$ cat src/rtl/regfile_mp_scoreboard_pkg.sv
// Shared register-file definitions for the core.
//   RF_DATA_WIDTH      default architectural register width
//   RF_NUM_REGS        default architectural register count
//   RF_REG_ADDR_WIDTH  default register address width
//   rf_wr_port_t       one writeback bus {en, addr, data} at the default widths
package regfile_mp_scoreboard_pkg;

   localparam int RF_DATA_WIDTH     = 32;
   localparam int RF_NUM_REGS       = 32;
   localparam int RF_REG_ADDR_WIDTH = $clog2(RF_NUM_REGS);

   typedef struct packed {
      logic                         en;
      logic [RF_REG_ADDR_WIDTH-1:0] addr;
      logic [RF_DATA_WIDTH-1:0]     data;
   } rf_wr_port_t;

endpackage

$ cat src/rtl/regfile_mp_scoreboard_rf_scoreboard.sv
// Write-pending scoreboard: one pending bit per architectural register.
// Ports:
//   clk, rst_n  clock, asynchronous active-low reset
//   iss_valid   an instruction issues this cycle, marking iss_rd pending
//   iss_rd      destination register of the issuing instruction
//   flush       clear every pending bit (wins over a concurrent issue)
//   wr_en       per-port writeback enables
//   wr_addr     per-port writeback addresses, port w at [w*AW +: AW]
//   pending     registered pending vector
//   any_busy    OR of the registered pending vector
module rf_scoreboard
   import regfile_mp_scoreboard_pkg::*;
#(
   parameter int NUM_REGS     = RF_NUM_REGS,
   parameter int NUM_WR_PORTS = 1,
   parameter int ZERO_REG     = 1,
   localparam int AW          = $clog2(NUM_REGS)
) (
   input  logic                         clk,
   input  logic                         rst_n,
   input  logic                         iss_valid,
   input  logic [AW-1:0]                iss_rd,
   input  logic                         flush,
   input  logic [NUM_WR_PORTS-1:0]      wr_en,
   input  logic [NUM_WR_PORTS*AW-1:0]   wr_addr,
   output logic [NUM_REGS-1:0]          pending,
   output logic                         any_busy
);

   logic [NUM_REGS-1:0] pending_nxt;

   // Later assignments override earlier ones, which yields the required
   // priority: flush > issue set > writeback clear.
   always_comb begin
      pending_nxt = pending;
      for (int w = 0; w < NUM_WR_PORTS; w++) begin
         if (wr_en[w]) pending_nxt[wr_addr[w*AW +: AW]] = 1'b0;
      end
      if (iss_valid) pending_nxt[iss_rd] = 1'b1;
      if (flush) pending_nxt = '0;
      // x0 has no producer to wait on, so its bit stays clear.
      if (ZERO_REG != 0) pending_nxt[0] = 1'b0;
   end

   always_ff @(posedge clk or negedge rst_n) begin
      if (!rst_n) pending <= '0;
      else        pending <= pending_nxt;
   end

   assign any_busy = |pending;

endmodule

$ cat src/rtl/regfile_mp_scoreboard.sv
// Multi-port integer register file with integrated write-pending scoreboard.
// Ports:
//   clk, rst_n  clock, asynchronous active-low reset
//   rd_addr     read addresses, port p at [p*AW +: AW]
//   rd_data     combinational read data, port p at [p*DATA_WIDTH +: DATA_WIDTH]
//   rd_busy     read register still waits on a write not delivered this cycle
//   wr_en       writeback enables
//   wr_addr     writeback addresses, port w at [w*AW +: AW]
//   wr_data     writeback data, port w at [w*DATA_WIDTH +: DATA_WIDTH]
//   iss_valid   mark iss_rd pending
//   iss_rd      destination of the issuing instruction
//   flush       clear all pending bits
//   any_busy    OR of all registered pending bits
module regfile_mp_scoreboard
   import regfile_mp_scoreboard_pkg::*;
#(
   parameter int DATA_WIDTH   = RF_DATA_WIDTH,
   parameter int NUM_REGS     = RF_NUM_REGS,
   parameter int NUM_RD_PORTS = 2,
   parameter int NUM_WR_PORTS = 1,
   parameter int ZERO_REG     = 1,
   parameter int BYPASS       = 1,
   localparam int AW          = $clog2(NUM_REGS)
) (
   input  logic                               clk,
   input  logic                               rst_n,
   input  logic [NUM_RD_PORTS*AW-1:0]         rd_addr,
   output logic [NUM_RD_PORTS*DATA_WIDTH-1:0] rd_data,
   output logic [NUM_RD_PORTS-1:0]            rd_busy,
   input  logic [NUM_WR_PORTS-1:0]            wr_en,
   input  logic [NUM_WR_PORTS*AW-1:0]         wr_addr,
   input  logic [NUM_WR_PORTS*DATA_WIDTH-1:0] wr_data,
   input  logic                               iss_valid,
   input  logic [AW-1:0]                      iss_rd,
   input  logic                               flush,
   output logic                               any_busy
);

   logic [DATA_WIDTH-1:0] regs [NUM_REGS];
   logic [NUM_REGS-1:0]   pending;

   rf_scoreboard #(
      .NUM_REGS     (NUM_REGS),
      .NUM_WR_PORTS (NUM_WR_PORTS),
      .ZERO_REG     (ZERO_REG)
   ) u_scoreboard (
      .clk       (clk),
      .rst_n     (rst_n),
      .iss_valid (iss_valid),
      .iss_rd    (iss_rd),
      .flush     (flush),
      .wr_en     (wr_en),
      .wr_addr   (wr_addr),
      .pending   (pending),
      .any_busy  (any_busy)
   );

   // Ports are applied in ascending order so the highest-index port wins
   // when two ports target the same register.
   always_ff @(posedge clk or negedge rst_n) begin
      if (!rst_n) begin
         for (int r = 0; r < NUM_REGS; r++) regs[r] <= '0;
      end else begin
         for (int w = 0; w < NUM_WR_PORTS; w++) begin
            if (wr_en[w] && !((ZERO_REG != 0) && (wr_addr[w*AW +: AW] == '0)))
               regs[wr_addr[w*AW +: AW]] <= wr_data[w*DATA_WIDTH +: DATA_WIDTH];
         end
      end
   end

   for (genvar p = 0; p < NUM_RD_PORTS; p++) begin : g_rd
      logic [AW-1:0]         addr;
      logic [DATA_WIDTH-1:0] byp_data;
      logic                  wr_hit;
      logic                  is_zero;

      assign addr    = rd_addr[p*AW +: AW];
      assign is_zero = (ZERO_REG != 0) && (addr == '0);

      // Scan upward so the highest-index matching write port supplies the data.
      always_comb begin
         byp_data = '0;
         wr_hit   = 1'b0;
         for (int w = 0; w < NUM_WR_PORTS; w++) begin
            if (wr_en[w] && (wr_addr[w*AW +: AW] == addr)) begin
               byp_data = wr_data[w*DATA_WIDTH +: DATA_WIDTH];
               wr_hit   = 1'b1;
            end
         end
      end

      always_comb begin
         if (is_zero)                        rd_data[p*DATA_WIDTH +: DATA_WIDTH] = '0;
         else if ((BYPASS != 0) && wr_hit)   rd_data[p*DATA_WIDTH +: DATA_WIDTH] = byp_data;
         else                                rd_data[p*DATA_WIDTH +: DATA_WIDTH] = regs[addr];
      end

      // A same-cycle issue is deliberately not visible here; the pending bit
      // it sets shows up on the following cycle.
      assign rd_busy[p] = pending[addr] && !((BYPASS != 0) && wr_hit) && !is_zero;
   end

endmodule

$ cat config.mk
export PLATFORM = sky130hd
export DESIGN_NAME = regfile_mp_scoreboard
export DESIGN_NICKNAME = d
export VERILOG_FILES = /design/src/rtl/regfile_mp_scoreboard_pkg.sv /design/src/rtl/regfile_mp_scoreboard_rf_scoreboard.sv /design/src/rtl/regfile_mp_scoreboard.sv
export SDC_FILE = /design/constraint.sdc
export NUM_CORES = 2
export LEC_CHECK = 0
export CORE_MARGIN = 2
export CORE_UTILIZATION = 50
export CTS_CLUSTER_DIAMETER = 150
export CTS_CLUSTER_SIZE = 28
export DETAILED_ROUTE_END_ITERATION = 6
export GPL_TIMING_DRIVEN = 0
export PLACE_DENSITY = 0.66
export SLEW_MARGIN = 40
export SYNTH_ARGS = -nofsm -noshare
export SYNTH_HDL_FRONTEND = slang
export SYNTH_HIERARCHICAL = 1
export SYNTH_SLANG_ARGS = --single-unit
export TNS_END_PERCENT = 50
$ cat constraint.sdc
create_clock -name clk -period 4 [get_ports clk]
set_clock_uncertainty 0.05 [all_clocks]
set_input_delay 0.8 -clock clk [delete_from_list [all_inputs] [get_ports clk]]
set_output_delay 0.8 -clock clk [all_outputs]
set_load 0.005 [all_outputs]
# Yosys cells after proc, flatten, opt, wreduce, memory -nomap -nowiden
# Index checks and enable logic that the tools add are counted.
# op_classes
order_cmp,10
eq_ne,2
mux,28
bitwise,6
n_reduce_logical,19
# op_table
cell,n
bitwise mux 1024 bit,1
two-way mux 32 bit,14
binary-select mux 32 bit (select 5 bit),2
demux 32 bit (select 5 bit),1
bitwise AND 32 bit,1
NOT 32 bit,1
bitwise OR 32 bit,1
OR reduction 31 bit,1
"less-than comparator 5 x 6 -> 1 bit, second input constant",4
">= comparator 6 bit, second input constant",3
NOT 5 -> 6 bit,3
logical NOT 5 bit,3
binary-select mux 1 bit (select 5 bit),2
demux 1 bit (select 5 bit),2
equality test 5 bit,2
">= comparator 5 x 1 -> 1 bit, second input constant",2
logical AND 1 bit,10
"less-than comparator 6 x 1 -> 1 bit, second input constant",1
two-way mux 1 bit,6
logical NOT 1 bit,5
# word_totals
ff_bits,1055
wordCells,98

# Longest topological paths before layout
# depth
word_depth,10
ltp_mapped,10

# Cells and area by module
# The synthesis kept the hierarchy.
# modules_own_cells
mod,cells_each,n_inst,seq_area_each_um2,area_each_um2
regfile_mp_scoreboard,3699,1,25624.6,54895.1
rf_scoreboard,165,1,775.7,1566.5

# Worst setup path before layout
# No wires, ideal clock.
# synth_timing
kind,input port to output port
start,input rd_addr[1]
end,output rd_data[10]
arrival_time_ps,2513
slack_ps,637
stages,7
required_ps,3150
cell_sequence,clkbuf_1 > buf_2 > buf_1 > mux4_2 > a2111oi_0 > a21oi_1 > a22o_1
# synth_via
elab_chain_cells,6
elab_cells_between_ends,11
# synth_rtl
element,line,source
start: declaration,regfile_mp_scoreboard.sv:27,"input logic [NUM_RD_PORTS*AW-1:0] rd_addr,"
NOT 5 -> 6 bit (not written as such),regfile_mp_scoreboard.sv:95,else rd_data[p*DATA_WIDTH +: DATA_WIDTH] = regs[addr];
binary-select mux 32 bit (select 5 bit),regfile_mp_scoreboard.sv:95,
two-way mux 32 bit (not written as such) (2 in series),regfile_mp_scoreboard.sv:95,
two-way mux 32 bit,regfile_mp_scoreboard.sv:94,else if ((BYPASS != 0) && wr_hit) rd_data[p*DATA_WIDTH +: DATA_WIDTH] = byp_data;
two-way mux 32 bit *,regfile_mp_scoreboard.sv:93,if (is_zero) rd_data[p*DATA_WIDTH +: DATA_WIDTH] = '0;
end: declaration,regfile_mp_scoreboard.sv:28,"output logic [NUM_RD_PORTS*DATA_WIDTH-1:0] rd_data,"
# Mark *: on every way between the ends. The rest lies on a longest branch, timed or not. The select of a mux whose other input is x is not followed.

# Worst setup path after layout
# layout_timing
start,input rd_addr[0]
end,output rd_data[29]
# The elaborated chain is that of the path after synthesis.

==> flow_summary.toml <==
[outcome]
outcome = "complete, but fails checks"
violations = "DRC, setup timing"

[clock_network]
cts.htree.levels = 2
cts_sinks = 1055
max-clock-path-buffers = 3
path_clk_slew_ns = 0.11
cts_tree = "done"
root_buffer = "clkbuf_16"
clk_latency_ns = 0.68
cts_buffers = 43

[global_routing]
grt_usage_pct = 37.2
grt_pass1_vias = 40443
grt_pass1_wl_mm = 304
grt_max_degree = 112
overflow = 0
antenna_found_initial = 7

[route]
ant_nets = 0
first_pass_iters = 7
wirelength_mm = 216
via_per_inst = 7.15
drc_errors = 1
drtIter0Drc = 5136
vias = 40252
wire_per_inst_um = 38.3

[timing]
setup_tns_ns = -0.521
finalWorstSetupSlack_ns = -0.0866
fmax_mhz = 245
fin_crit_sh_pct = 102
timing.hold.ws_ns = 0.440
setup_viol = 20
rsz0062_at_grt = "true"
finalHoldViolations = 0
tightest_slew_ns = 0.950
period_minus_slack_ns = 4.09
slew_viol_final = 0
relSlewSlack_pct = 36.6

[die]
ios = 124
initial_utilization_pct = 50.3
dieArea_um2 = 116000
core.rowCount = 123
die_h_um = 340
die_width_um = 340
design.core.area_um2 = 112000

[worst_setup_path]
cp-end-kind = "output pin"
critical_path_class = "in -> out"
crit_path_max_fanout = 8
crit_start = "rd_addr[0]"
cp.arrival_ns = 3.24
cp-start-kind = "input port"
cp.required_ns = 3.15
r2r_start = "u_scoreboard/pending[25]"

[placement]
io_buffers = 116
placed_area_um2 = 60100
place_congestion = 0.978
place_hpwl_mm = 146
post-place-ws_ns = -1.75

[min_path]
hp-start = "regs[1000]"
hold_path.class = "reg -> reg"

[cells_and_area]
final_area_um2 = 64900
regArea_um2 = 26400
drive_gt1_share_pct = 49.6
final_core_util_pct = 57.9
nets = 4179
multiInputGateArea_um2 = 29200
syn2layout_area_growth_pct = 15.0
nFillCells = 8904

[logic_synthesis]
synthCells = 3864
yosys_warnings = 6
synth_cell_types = 62
async_reset_ff_share_pct = 100
synth.avg_cell_area_um2 = 14.6
synth-main-ff-cell = "dfrtp_1"
synth_fp_nets = 3921
yosysSeqAreaShare_pct = 46.8
synth-edff-count = 0
syn_area_um2 = 56500
synth_seq_cells = 1055

[power]
p_per_area_nw_per_um2 = 415
p_leak_nw = 27.8
ir_drop_mv = 0.317

[flow_run]
cap_violations = 0
## where the power goes
group / leakage, nW / switching, mW / internal [mW]
logic: 13.7 / 3.15 / 4.10
registers: 13.6 / 1.47 / 12.6
clock network: 0.561 / 3.58 / 2.04
total: 27.8 / 8.20 / 18.8
## cell usage after synthesis (all sizes together), types with 4 or more instances
library cell | n | area share (%)
dfrtp | 1055 | 47
mux2 | 994 | 20
mux4 | 445 | 18
clkbuf | 251 | 1.7
buf | 189 | 1.9
mux2i | 181 | 3.2
a22oi | 115 | 1.5
o21ai | 82 | 0.73
a21oi | 78 | 0.69
a22o | 61 | 0.95
nand2 | 56 | 0.37
o22ai | 50 | 0.55
nor2 | 41 | 0.28
nor2b | 36 | 0.40
o221ai | 35 | 0.54
a2111oi | 29 | 0.49
a221o | 18 | 0.32
nand3b | 16 | 0.21
o211ai | 15 | 0.20
o221a | 13 | 0.26
a221oi | 11 | 0.17
nand3 | 9 | 0.080
nor4 | 9 | 0.11
or3b | 8 | 0.13
a211oi | 7 | 0.093
and2 | 7 | 0.078
a211o | 6 | 0.093
nor3b | 6 | 0.089
xnor2 | 6 | 0.093
xor2 | 4 | 0.062
## logic make-up (layout without fill, tap and decap cells)
family	Yosys count	count (layout)	share of synthesized area (%)
mux	1620	1620	40.8
flops	1055	1055	46.8
compound gates	527	527	6.72
buf+inv	442	700	3.56
simple gates	209	210	2.02
xor+xnor	10	10	0.155
other cells	1	6	0.00664
## final cells by class
type	instances	area share, %
inverter	2	0.0116
sequential	1055	40.7
antenna	5	0.0193
buffer	434	5.84
timing repair buffer	218	3.83
clock inverter	1	0.0173
clock buffer	45	1.73
multi-input combinational	2368	45.0
tap	1500	2.89
## sequential cells by signal (all words and copies together), names as in the netlist
signal	cells
regs	1024
u_scoreboard/pending	31
## path summary, 6_finish.rpt
path / endpoint / slack [ns] / depth (start not counted)
setup / recovery: rd_data[29] / -0.09 / 9
hold / removal: regs[1000] / 0.44 / 1
setup reg to reg: u_scoreboard/pending[25] / 3.01 / 3
hold reg to reg: regs[1000] / 0.44 / 1
max in group asynchronous: regs[904] / 1.30 / 5
min in group asynchronous: regs[120] / 0.62 / 2
## layer usage
layer,share of wire [%],track usage (%)
met1,38,48.3
met2,44,55.4
met3,11,10.9
met4,7.4,22.4
met5,0.019,0
## timing repair
action,in CTS,in global routing
buffers inserted,59,23
gates resized for setup,634,96
pin swaps,64,41
hold buffers,1,0
cloned,5,0
hold endpoints to repair,77,0
endpoints found under the setup margin,66,54
## cells in the final DEF (no fill, tap or decap), types with 17 or more instances in the layout
cell             count
buf_16              32
nor2_1              33
clkbuf_4            26
nand2_1             49
a22o_1              53
a21oi_1             63
buf_8               20
o21ai_1             47
o221ai_1            26
clkbuf_16           52
clkbuf_2            36
o21ai_0             33
mux2_2             994
clkbuf_1           140
clkdlybuf4s50_1     71
buf_6               36
mux2i_1            173
a221o_1             18
dlygate4sd2_1       21
nor2b_1             36
dfrtp_1           1055
buf_12              56
buf_2               72
a2111oi_4           22
clkbuf_8            29
a22oi_1             97
a22oi_2             18
buf_4               79
o22ai_2             17
o22ai_1             33
mux4_2             445
## per-stage QoR
| step | power (mW) | cells |
|---|---|---|
| after floorplan | 18.3 | 3864 |
| after global placement | 20.6 | 5480 |
| after detailed placement | 20.8 | 5494 |
| after CTS | 26.7 | 5599 |
| after global routing | 27.9 | 5623 |
| final | 27.0 | 5628 |
## critical path, cell delays in order
cell,delay (ns)
buf_12,0.13
buf_12,0.16
buf_16,0.16
mux4_2,0.51
a22o_1,0.25
a2111oi_4,0.60
a21oi_1,0.09
a22o_1,0.24
dlygate4sd2_1,0.26
No activity file was read; power rests on OpenSTA's default activity.
